[src/rtl/axil_reg_bank.sv]
// AXI4-Lite slave register bank: ID, CTRL, STATUS (sticky W1C), SCRATCH and a
// saturating event counter. Independent write and read paths, one outstanding
// transaction each. Every output is driven from a flop or from flop-only logic.
module axil_reg_bank #(
  parameter int          ADDR_W   = 8,
  parameter logic [31:0] ID_VALUE = 32'h5052_0001,
  parameter logic [31:0] CTRL_RST = 32'h0000_0000
) (
  input  logic              clk,
  input  logic              rst,
  input  logic [ADDR_W-1:0] s_awaddr,
  input  logic              s_awvalid,
  output logic              s_awready,
  input  logic [31:0]       s_wdata,
  input  logic [3:0]        s_wstrb,
  input  logic              s_wvalid,
  output logic              s_wready,
  output logic [1:0]        s_bresp,
  output logic              s_bvalid,
  input  logic              s_bready,
  input  logic [ADDR_W-1:0] s_araddr,
  input  logic              s_arvalid,
  output logic              s_arready,
  output logic [31:0]       s_rdata,
  output logic [1:0]        s_rresp,
  output logic              s_rvalid,
  input  logic              s_rready,
  output logic [31:0]       ctrl_o,
  input  logic [31:0]       status_set_i,
  input  logic              evt_i
);

  localparam logic [31:0] BAD_DATA    = 32'hDEAD_BEEF;
  localparam logic [1:0]  RESP_OKAY   = 2'b00;
  localparam logic [1:0]  RESP_SLVERR = 2'b10;
  localparam logic [2:0]  SEL_ID      = 3'd0;
  localparam logic [2:0]  SEL_CTRL    = 3'd1;
  localparam logic [2:0]  SEL_STATUS  = 3'd2;
  localparam logic [2:0]  SEL_SCRATCH = 3'd3;
  localparam logic [2:0]  SEL_EVCNT   = 3'd4;

  // The commit step happens on the edge that leaves W_IDLE, so the register
  // update and bvalid both become visible the cycle after the later handshake.
  typedef enum logic {W_IDLE = 1'b0, W_RESP = 1'b1} w_state_t;
  typedef enum logic {R_IDLE = 1'b0, R_DATA = 1'b1} r_state_t;

  // Word-aligned and within the five implemented registers.
  function automatic logic addr_ok(input logic [4:0] a);
    return (a[1:0] == 2'b00) && (a[4:2] <= SEL_EVCNT);
  endfunction

  // Address bits above [4] alias the map and are intentionally ignored.
  logic unused_addr_bits;
  assign unused_addr_bits = ^{s_awaddr[ADDR_W-1:5], s_araddr[ADDR_W-1:5]};

  w_state_t    w_state_q, w_state_d;
  r_state_t    r_state_q, r_state_d;
  logic        aw_held_q, aw_held_d;
  logic        w_held_q, w_held_d;
  logic [4:0]  awaddr_q, awaddr_d;
  logic [31:0] wdata_q, wdata_d;
  logic [3:0]  wstrb_q, wstrb_d;
  logic [1:0]  bresp_q, bresp_d;
  logic [31:0] rdata_q, rdata_d;
  logic [1:0]  rresp_q, rresp_d;
  logic [31:0] ctrl_q, ctrl_d;
  logic [31:0] status_q, status_d;
  logic [31:0] scratch_q, scratch_d;
  logic [31:0] evcnt_q, evcnt_d;

  logic        aw_hs, w_hs, commit, wr_ok;
  logic [4:0]  eff_addr;
  logic [31:0] eff_wdata, wmask, rd_word;
  logic [3:0]  eff_wstrb;

  assign s_awready = (w_state_q == W_IDLE) && !aw_held_q;
  assign s_wready  = (w_state_q == W_IDLE) && !w_held_q;
  assign s_bvalid  = (w_state_q == W_RESP);
  assign s_bresp   = bresp_q;
  assign s_arready = (r_state_q == R_IDLE);
  assign s_rvalid  = (r_state_q == R_DATA);
  assign s_rdata   = rdata_q;
  assign s_rresp   = rresp_q;
  assign ctrl_o    = ctrl_q;

  assign aw_hs     = s_awvalid && s_awready;
  assign w_hs      = s_wvalid && s_wready;
  // Use the held beat if one is waiting, otherwise the beat arriving now.
  assign eff_addr  = aw_held_q ? awaddr_q : s_awaddr[4:0];
  assign eff_wdata = w_held_q ? wdata_q : s_wdata;
  assign eff_wstrb = w_held_q ? wstrb_q : s_wstrb;
  assign commit    = (w_state_q == W_IDLE) && (aw_held_q || aw_hs) && (w_held_q || w_hs);
  assign wr_ok     = commit && addr_ok(eff_addr);

  genvar gi;
  generate
    for (gi = 0; gi < 4; gi++) begin : g_wmask
      assign wmask[gi*8 +: 8] = {8{eff_wstrb[gi]}};
    end
  endgenerate

  // Write path: capture AW and W independently, commit once both are present.
  always_comb begin
    w_state_d = w_state_q;
    aw_held_d = aw_held_q;
    w_held_d  = w_held_q;
    awaddr_d  = awaddr_q;
    wdata_d   = wdata_q;
    wstrb_d   = wstrb_q;
    bresp_d   = bresp_q;
    case (w_state_q)
      W_IDLE: begin
        if (aw_hs) begin
          aw_held_d = 1'b1;
          awaddr_d  = s_awaddr[4:0];
        end
        if (w_hs) begin
          w_held_d = 1'b1;
          wdata_d  = s_wdata;
          wstrb_d  = s_wstrb;
        end
        if (commit) begin
          aw_held_d = 1'b0;
          w_held_d  = 1'b0;
          bresp_d   = addr_ok(eff_addr) ? RESP_OKAY : RESP_SLVERR;
          w_state_d = W_RESP;
        end
      end
      W_RESP: begin
        if (s_bready) w_state_d = W_IDLE;
      end
      default: w_state_d = W_IDLE;
    endcase
  end

  // Register file next state: writes under byte strobes, sticky status, counter.
  always_comb begin
    // CTRL bit 0 is a one-cycle clear strobe, so it always falls back to 0.
    ctrl_d    = {ctrl_q[31:1], 1'b0};
    scratch_d = scratch_q;
    status_d  = status_q;
    if (wr_ok && eff_addr[4:2] == SEL_CTRL)
      ctrl_d = (ctrl_d & ~wmask) | (eff_wdata & wmask);
    if (wr_ok && eff_addr[4:2] == SEL_SCRATCH)
      scratch_d = (scratch_q & ~wmask) | (eff_wdata & wmask);
    if (wr_ok && eff_addr[4:2] == SEL_STATUS)
      status_d = status_q & ~(eff_wdata & wmask);
    // A set pulse overrides a simultaneous clear of the same bit.
    status_d = status_d | status_set_i;
    if (ctrl_q[0])
      evcnt_d = '0;
    else if (evt_i && (evcnt_q != 32'hFFFF_FFFF))
      evcnt_d = evcnt_q + 32'd1;
    else
      evcnt_d = evcnt_q;
  end

  // Read decode from the pre-write register values.
  always_comb begin
    case (s_araddr[4:2])
      SEL_ID:      rd_word = ID_VALUE;
      SEL_CTRL:    rd_word = ctrl_q;
      SEL_STATUS:  rd_word = status_q;
      SEL_SCRATCH: rd_word = scratch_q;
      SEL_EVCNT:   rd_word = evcnt_q;
      default:     rd_word = BAD_DATA;
    endcase
  end

  // Read path: accept AR in R_IDLE, hold the response until rready.
  always_comb begin
    r_state_d = r_state_q;
    rdata_d   = rdata_q;
    rresp_d   = rresp_q;
    case (r_state_q)
      R_IDLE: begin
        if (s_arvalid) begin
          rdata_d   = addr_ok(s_araddr[4:0]) ? rd_word : BAD_DATA;
          rresp_d   = addr_ok(s_araddr[4:0]) ? RESP_OKAY : RESP_SLVERR;
          r_state_d = R_DATA;
        end
      end
      R_DATA: begin
        if (s_rready) r_state_d = R_IDLE;
      end
      default: r_state_d = R_IDLE;
    endcase
  end

  // Write path state; reset drops any partially captured transaction.
  always_ff @(posedge clk) begin
    if (!rst) begin
      w_state_q <= W_IDLE;
      aw_held_q <= 1'b0;
      w_held_q  <= 1'b0;
      awaddr_q  <= '0;
      wdata_q   <= '0;
      wstrb_q   <= '0;
      bresp_q   <= RESP_OKAY;
    end else begin
      w_state_q <= w_state_d;
      aw_held_q <= aw_held_d;
      w_held_q  <= w_held_d;
      awaddr_q  <= awaddr_d;
      wdata_q   <= wdata_d;
      wstrb_q   <= wstrb_d;
      bresp_q   <= bresp_d;
    end
  end

  // Read path state.
  always_ff @(posedge clk) begin
    if (!rst) begin
      r_state_q <= R_IDLE;
      rdata_q   <= '0;
      rresp_q   <= RESP_OKAY;
    end else begin
      r_state_q <= r_state_d;
      rdata_q   <= rdata_d;
      rresp_q   <= rresp_d;
    end
  end

  // Register file.
  always_ff @(posedge clk) begin
    if (!rst) begin
      ctrl_q    <= CTRL_RST;
      status_q  <= '0;
      scratch_q <= '0;
      evcnt_q   <= '0;
    end else begin
      ctrl_q    <= ctrl_d;
      status_q  <= status_d;
      scratch_q <= scratch_d;
      evcnt_q   <= evcnt_d;
    end
  end

endmodule

[config.mk]
export PLATFORM = sky130hd
export DESIGN_NAME = axil_reg_bank
export DESIGN_NICKNAME = d
export VERILOG_FILES = /design/src/rtl/axil_reg_bank.sv
export SDC_FILE = /design/constraint.sdc
export NUM_CORES = 1
export LEC_CHECK = 0
export CAP_MARGIN = 10
export CORE_MARGIN = 2
export CORE_UTILIZATION = 59
export CTS_BUF_LIST = sky130_fd_sc_hd__clkbuf_16
export DETAILED_ROUTE_END_ITERATION = 12
export DONT_BUFFER_PORTS = 1
export PLACE_DENSITY = 0.79
export SETUP_SLACK_MARGIN = 0.02
export SLEW_MARGIN = 20
export SYNTH_ARGS = -nofsm -noshare
export SYNTH_HDL_FRONTEND = slang
export SYNTH_SLANG_ARGS = --single-unit
[constraint.sdc]
create_clock -name clk -period 4.3 [get_ports clk]
set_clock_uncertainty 0.1 [all_clocks]
set_input_delay 1.075 -clock clk [delete_from_list [all_inputs] [get_ports clk]]
set_output_delay 1.075 -clock clk [all_outputs]
set_load 0.1 [all_outputs]
Word-level counts from Yosys, hierarchy flattened
Cells that the tools add are included.
{"block": "word_totals", "rom_bits": 0, "mem_bits_rw": 0, "ff_bits": 209, "latchBits": 0, "mem_count": 0, "output_inout_bits": 73, "input_bits": 92, "elab_cells": 86}
{"block": "op_classes", "order_cmp": 2, "n_bitwise": 12, "reduce_logical": 30, "mux": 18, "div": 0, "n_shift": 0, "add_sub_neg": 1, "n_eq_ne": 8, "multipliers": 0}
{"op": "32-bit case mux with 5 select lines", "count": 1}
{"op": "32-bit AND", "count": 4}
{"op": "32-bit 2-to-1 mux", "count": 3}
{"op": "32-bit bitwise OR", "count": 3}
{"op": "32-bit inverter", "count": 2}
{"op": "32-bit by 1-bit adder with 32-bit output (second input constant)", "count": 1}
{"op": "32-bit inequality test (second input constant)", "count": 1}
{"op": "2-bit AND reduction", "count": 7}
{"op": "1-bit logical AND", "count": 13}
{"op": "3-bit by 2-bit == test with 1-bit output (second input constant)", "count": 4}
{"op": "1-bit 2-to-1 mux", "count": 8}
{"op": "3-bit by 1-bit == test with 1-bit output (second input constant)", "count": 2}
{"op": "3-bit less-or-equal comparator (second input constant)", "count": 2}
{"op": "5-bit 2-to-1 mux", "count": 1}
{"op": "2-bit zero test", "count": 2}
{"op": "2-bit 2-to-1 mux", "count": 2}
{"op": "4-bit 2-to-1 mux", "count": 1}
{"op": "1-bit case mux with 2 select lines", "count": 2}
{"op": "2-bit nonzero test", "count": 2}
{"op": "3-bit == test (second input constant)", "count": 1}
{"op": "3-bit zero test", "count": 1}
{"op": "1-bit inverter", "count": 3}
{"op": "1-bit zero test", "count": 2}
{"op": "1-bit logical OR", "count": 2}
{"op": "2-bit OR reduction", "count": 1}

Depth between registers and ports, before layout
Gate-level depths: netlist (run 1).
{"block": "depth", "depth_word": 10, "ltp_mapped": 8, "mapped_depth_nobuf": 6}

Least setup slack after synthesis (run 1)
OpenSTA, ideal clock, no wires.
{"block": "synth_path", "kind": "flip-flop to output port", "startpoint": "reg w_held_q", "endpoint": "out s_wready", "slack_ns": 0.913, "path_stages_with_launch": 5, "t_arrival_ns": 2.212, "n_path_buf": 3, "required_time_ns": 3.125, "path_cell_list": "dfxtp_1 clkbuf_1 clkbuf_1 clkbuf_1 nor2_1"}
{"block": "synth_via", "elab_chain_len": 2}
{"element": "from (decl)", "line": "59", "rtl": "logic w_held_q, w_held_d;"}
{"element": "from (signal assigned)", "line": "203", "rtl": "w_held_q <= w_held_d;"}
{"element": "1-bit zero test", "line": "77", "rtl": "assign s_wready = (w_state_q == W_IDLE) && !w_held_q;"}
{"element": "1-bit logical AND", "line": "77"}
{"element": "to (decl)", "line": "17", "rtl": "output logic s_wready,"}
Every way passes these cells.

Final worst setup path (run 1)
{"block": "layout_path", "startpoint": "reg w_state_q (netlist: s_bvalid)", "endpoint": "out s_awready"}
{"block": "layout_via", "elab_chain_len": 2}
{"element": "from (decl)", "line": "56", "rtl": "w_state_t w_state_q, w_state_d;"}
{"element": "from (signal assigned)", "line": "201", "rtl": "w_state_q <= w_state_d;"}
{"element": "1-bit inverter (no source line)"}
{"element": "1-bit logical AND", "line": "76", "rtl": "assign s_awready = (w_state_q == W_IDLE) && !aw_held_q;"}
{"element": "to (decl)", "line": "13", "rtl": "output logic s_awready,"}
Every way passes these cells.

==> impl_metrics.tcl, run 1 <==
set metrics [dict create \
    seq_area_sq_mm 0.00415 \
    clock_power_share 0.407 \
    synthesis.yosys.warnings 0 \
    syn2layout_area_growth_pct 8.55 \
    die_height_um 129 \
    yosys-top-cells-area "dfxtp_1 (45%), nand2_1 (5.4%), a22oi_1 (4.6%), o21ai_0 (4.3%), mux2_2 (4.0%)" \
    clkSinkCount 207 \
    dieArea_sq_mm 0.0166 \
    p_per_area_mw_per_mm2 436 \
    path_class "reg2out" \
    synth_edf_count 0 \
    num_rows 45 \
    htree_num_levels 1 \
    grt_antenna_before_repair 0 \
    hpwl_um 16300 \
    internal_power_mw 3.15 \
    initial_core_util 0.604 \
    max_clock_freq_mhz 323 \
    period_needed_ps 3090 \
    drc_errors 0 \
    grt_pass1_vias 7372 \
    ys_ff_latch 207 \
    cts_resized 0 \
    pin_count 165 \
    ys_types 62 \
    power_switching_mw 1.21 \
    first_iter_violations 597 \
    drt_pre_antenna_iters 6 \
    post-route-util 0.656 \
    cts_hold_buf 0 \
    setup_viol 0 \
    crit_arrival_ps 1920 \
    ys.flop_type "dfxtp_1" \
    ctsLongestPathBuffers 3 \
    max-cap-violations 0 \
    ir_drop_uv 289 \
    synthArstFlopShare 0 \
    endpoint_kind "output pin" \
    timing.hold.ws_ps 361 \
    min_path_type "reg2reg" \
    grt_pass1_wl_um 38700 \
    synth_commonest_cells "dfxtp_1 (207), nand2_1 (132), o21ai_0 (79), a31oi_1 (58), a22oi_1 (56)" \
    tns_ps 0 \
    grt_max_degree 209 \
    worst_setup_path_start_kind "register" \
    fillers 1245 \
    cts_setup_buffers 0 \
    status "finished clean" \
    multi_input_area_sq_mm 0.00468 \
    clockRootBuffer "clkbuf_16" \
    switching_share 0.278 \
    numPortBuffers 0 \
    synth_most_common_cell "dfxtp_1" \
    grt_usage 0.287 \
    insertion_delay_ps 500 \
    yosys.area.top_type "dfxtp_1" \
    cts_tree "built" \
    hold_viol 0 \
    core_area_sq_mm 0.0153 \
    clk_pin_slew_ps 50 \
    synth-seq-area-share 0.449 \
    place_congestion 0.889 \
    path_max_fanout 6 \
    drv_slew 0 \
    combPwrFrac 0.081 \
    ant_nets 0 \
    numCtsBuffers 22 \
    seqPwrFrac 0.512 \
    nNetsFinal 1117 \
    cpPeakStageDelay_ps 1090 \
    tightest_slew_ps 1170 \
    routed_wl_um 24200 \
    crit_chain "nor2_2 -> buf_4" \
    postSynthAreaPerCell_sq_um 8.73 \
    finalPower_mw 4.36 \
    layout-drive-gt1-share 0.100 \
    dieWidth_um 129 \
    cp.required_ps 3120 \
    gr-total-overflow 0 \
    antenna_cells 0 \
    crit_slowest_cell "dfxtp_1" \
    wl_per_cell_um 19.4 \
    synth_top_area_share 0.449 \
    avgViaCountPerCell 6.27 \
    period_share 0.719 \
    slew_headroom 0.221 \
    grt_setup_unrepaired "false" \
    p_leak_nw 3.64 \
    syn-cell-area_sq_mm 0.00922 \
    vias 7823 \
    synthCells 1056 \
]
## metrics by stage
stage / instance area (sq um) / setup slack [ps] / instances
6_report: 10000 / 1210 / 1248
5_1_grt: 10000 / 1180 / 1248
4_1_cts: 10000 / 1200 / 1248
3_5_place_dp: 9340 / 1110 / 1211
3_3_place_gp: 9340 / 1160 / 1211
2_1_floorplan: 9220 / 913 / 1057
## power groups by stage
stage / combinational [mW] / clock (mW) / sequential, mW
finish: 0.355 / 1.78 / 2.23
global route: 0.390 / 1.87 / 2.24
CTS: 0.353 / 1.79 / 2.23
detailed placement: 0.350 / 0 / 2.27
global placement: 0.342 / 0 / 2.27
floorplan: 0.302 / 0 / 2.25
## layout make-up
class / instances / share of cell area
Multi-Input combinational cell: 740 / 0.467
Sequential cell: 207 / 0.414
Clock buffer: 23 / 0.0575
Tap cell: 211 / 0.0264
Inverter: 38 / 0.0143
Timing Repair Buffer: 15 / 0.0113
Clock inverter: 14 / 0.00913
## final timing paths
path / startpoint / endpoint / slack [ps] / depth (start not counted)
worst max-delay path: s_bvalid / s_awready / 1210 / 2
worst min-delay path: wdata_q[25] / wdata_q[25] / 360 / 2
worst max register to register: s_bvalid / status_q[8] / 1350 / 5
worst min register to register: wdata_q[25] / wdata_q[25] / 360 / 2
## logic make-up after synthesis
logic type | count (synthesis) | synth area share
buffers and inverters | 110 | 0.0472
adders and majority gates | 1 | 0.00136
xor gates and xnor gates | 7 | 0.00665
and+or+nand+nor | 335 | 0.189
other | 1 | 0.000407
AOI/OAI and AO/OA | 328 | 0.228
muxes | 67 | 0.0772
DFF | 207 | 0.449
## cell usage in the layout, fill, tap and decap left out, types with 6 or more instances in the layout
| cell | instances |
|---|---|
| o21ai_1 | 31 |
| and3_1 | 8 |
| a21boi_0 | 36 |
| dfxtp_1 | 206 |
| o31ai_1 | 9 |
| or3_1 | 9 |
| clkinv_2 | 6 |
| nand4_1 | 7 |
| and4_1 | 7 |
| nor2_1 | 24 |
| buf_4 | 15 |
| inv_1 | 40 |
| a22oi_1 | 56 |
| nand3_1 | 55 |
| nor2b_1 | 38 |
| a31oi_1 | 58 |
| o21ai_0 | 79 |
| mux2_2 | 33 |
| or4_1 | 12 |
| mux2i_1 | 34 |
| nand2_1 | 132 |
| a21oi_1 | 28 |
| clkbuf_16 | 23 |
## critical path: cells and delay by family, from the launching register on
family                 cells  cell delay, ps
DFF                        1            1090
buffers and inverters      1             280
and+or+nand+nor            1              50
## layer usage
layer	share of wire	global-route usage	up-vias
met5	0	0	-
met4	0.021	0.0780	0
met3	0.090	0.0756	31
met2	0.47	0.475	273
met1	0.42	0.374	3749
li1	-	-	3770
Note: power is estimated with default switching activity, not from simulation.
==> run 2: changes to the inputs <==
CORE_UTILIZATION = 57   (was 59)
clock period = 2.6 ns   (was 4.3 ns; I/O delays follow)
==> impl_metrics.tcl, run 2 (same netlist as run 1, synthesis figures left out) <==
set metrics [dict create \
    p_per_area_mw_per_mm2 673 \
    numPortBuffers 0 \
    hpwl_um 17600 \
    r2r-start "evcnt_q[0]" \
    final_cell_mix "dfxtp_1 (205), nand2_1 (132), buf_4 (111), o21ai_0 (79), a31oi_1 (58)" \
    routed_wl_um 25600 \
    cts_hold_buf 0 \
    fillers 1254 \
    max_clock_freq_mhz 418 \
    tightest_slew_ps 735 \
    first_iter_violations 797 \
    hold_depth 2 \
    cts_setup_buffers 0 \
    seqPwrFrac 0.466 \
    clock_power_share 0.397 \
    endpoint_kind "register" \
    reg2reg_depth 6 \
    min_path_type "in2reg" \
    p_leak_nw 4.17 \
    setup_viol 0 \
    antenna_cells 0 \
    syn2layout_area_growth_pct 16.9 \
    status "finished clean" \
    ctsLongestPathBuffers 3 \
    crit_arrival_ps 2740 \
    core_area_sq_mm 0.0158 \
    pin_count 165 \
    post-route-util 0.681 \
    combPwrFrac 0.137 \
    path_class "reg2reg" \
    drt_pre_antenna_iters 5 \
    clockRootBuffer "clkbuf_16" \
    insertion_delay_ps 510 \
    internal_power_mw 5.22 \
    tns_ps 0 \
    dieArea_sq_mm 0.0172 \
    period_needed_ps 2390 \
    period_share 0.921 \
    worst_setup_path_start_kind "register" \
    drv_slew 0 \
    clk_pin_slew_ps 60 \
    wl_per_cell_um 18.9 \
    htree_num_levels 1 \
    rrSetupSlack_ps 210 \
    multi_input_area_sq_mm 0.00469 \
    num_rows 46 \
    grt_antenna_before_repair 0 \
    clkSinkCount 207 \
    hold_viol 0 \
    nNetsFinal 1215 \
    cp.required_ps 2940 \
    cts_resized 1 \
    ir_drop_uv 505 \
    numCtsBuffers 22 \
    switching_share 0.280 \
    avgViaCountPerCell 6.05 \
    whs_endpoint "status_q[27]" \
    grt_max_degree 209 \
    dieWidth_um 131 \
    drc_errors 0 \
    grt_setup_unrepaired "false" \
    cts_tree "built" \
    gr-total-overflow 0 \
    grt_pass1_wl_um 40000 \
    hp-start "status_set_i[27]" \
    final_common_cell "dfxtp_1" \
    die_height_um 131 \
    ant_nets 0 \
    place_congestion 0.934 \
    layout-drive-gt1-share 0.175 \
    seq_area_sq_mm 0.00415 \
    grt_pass1_vias 7669 \
    path_max_fanout 5 \
    initial_core_util 0.583 \
    power_switching_mw 2.03 \
    vias 8175 \
    slew_headroom 0.502 \
    grt_usage 0.283 \
    max-cap-violations 0 \
    r2r_end "evcnt_q[26]" \
]
[run 2: changes by cell type in the layout (fill, tap and decap cells not counted), moves of 2 or more]
cell        previous run  this run
clkinvlp_4             0         2
clkinv_1               4         2
buf_4                 15       111
clkinv_2               6         0
inv_1                 40        47
[run 2: through the flow]
stage | power [mW] | area [sq um] | instances | setup WS, ps | hold WS (ps)
floorplan | 4.23 | 9250 | 1057 | 83.5 | 340
global placement | 4.41 | 10100 | 1314 | 295 | 345
detailed placement | 4.43 | 10100 | 1314 | 222 | 354
CTS | 7.28 | 10800 | 1352 | 78.5 | 151
global route | 7.48 | 10800 | 1352 | 52.9 | 165
finish | 7.25 | 10800 | 1352 | 206 | 171
[run 2: power by group through the flow]
| stage | logic [mW] | clock network, mW | registers [mW] |
|---|---|---|---|
| 6_report | 0.990 | 2.88 | 3.38 |
| 4_1_cts | 0.985 | 2.91 | 3.38 |
| 2_1_floorplan | 0.503 | 0 | 3.73 |
| 3_5_place_dp | 0.980 | 0 | 3.45 |
| 3_3_place_gp | 0.965 | 0 | 3.44 |
| 5_1_grt | 1.05 | 3.04 | 3.40 |
[run 2: how the worst max path moves through the flow]
stage          slack, ps         from            to
2_1_floorplan         80     s_rvalid   s_rdata[15]
3_3_place_gp         300  s_awaddr[0]  status_q[11]
3_5_place_dp         220  s_awaddr[2]      register
4_1_cts               80     w_held_q      s_wready
5_1_grt               50   evcnt_q[0]   evcnt_q[26]
6_report             210   evcnt_q[0]   evcnt_q[26]
[run 2: cell type report]
class / count / share of cell area
clock buffer: 22 / 0.0511
clock inverter: 16 / 0.00998
inverter: 38 / 0.0136
multi-input combinational: 740 / 0.435
sequential: 207 / 0.385
tap: 216 / 0.0251
timing repair buffer: 113 / 0.0802
[run 2: per-layer routing]
layer  wire, um  vias to the layer above  track usage
met2      11700                      327        0.449
li1           -                     3964            -
met5          0                        -            0
met4       1080                        0        0.125
met3       2180                       58       0.0687
met1      10600                     3826        0.368
[run 2: worst max-delay path, cell delays in order (launching register included)]
cell,delay [ps]
dfxtp_1,410
ha_1,220
and3_1,280
nand4_2,150
or4b_1,660
or3_1,360
a21oi_1,160
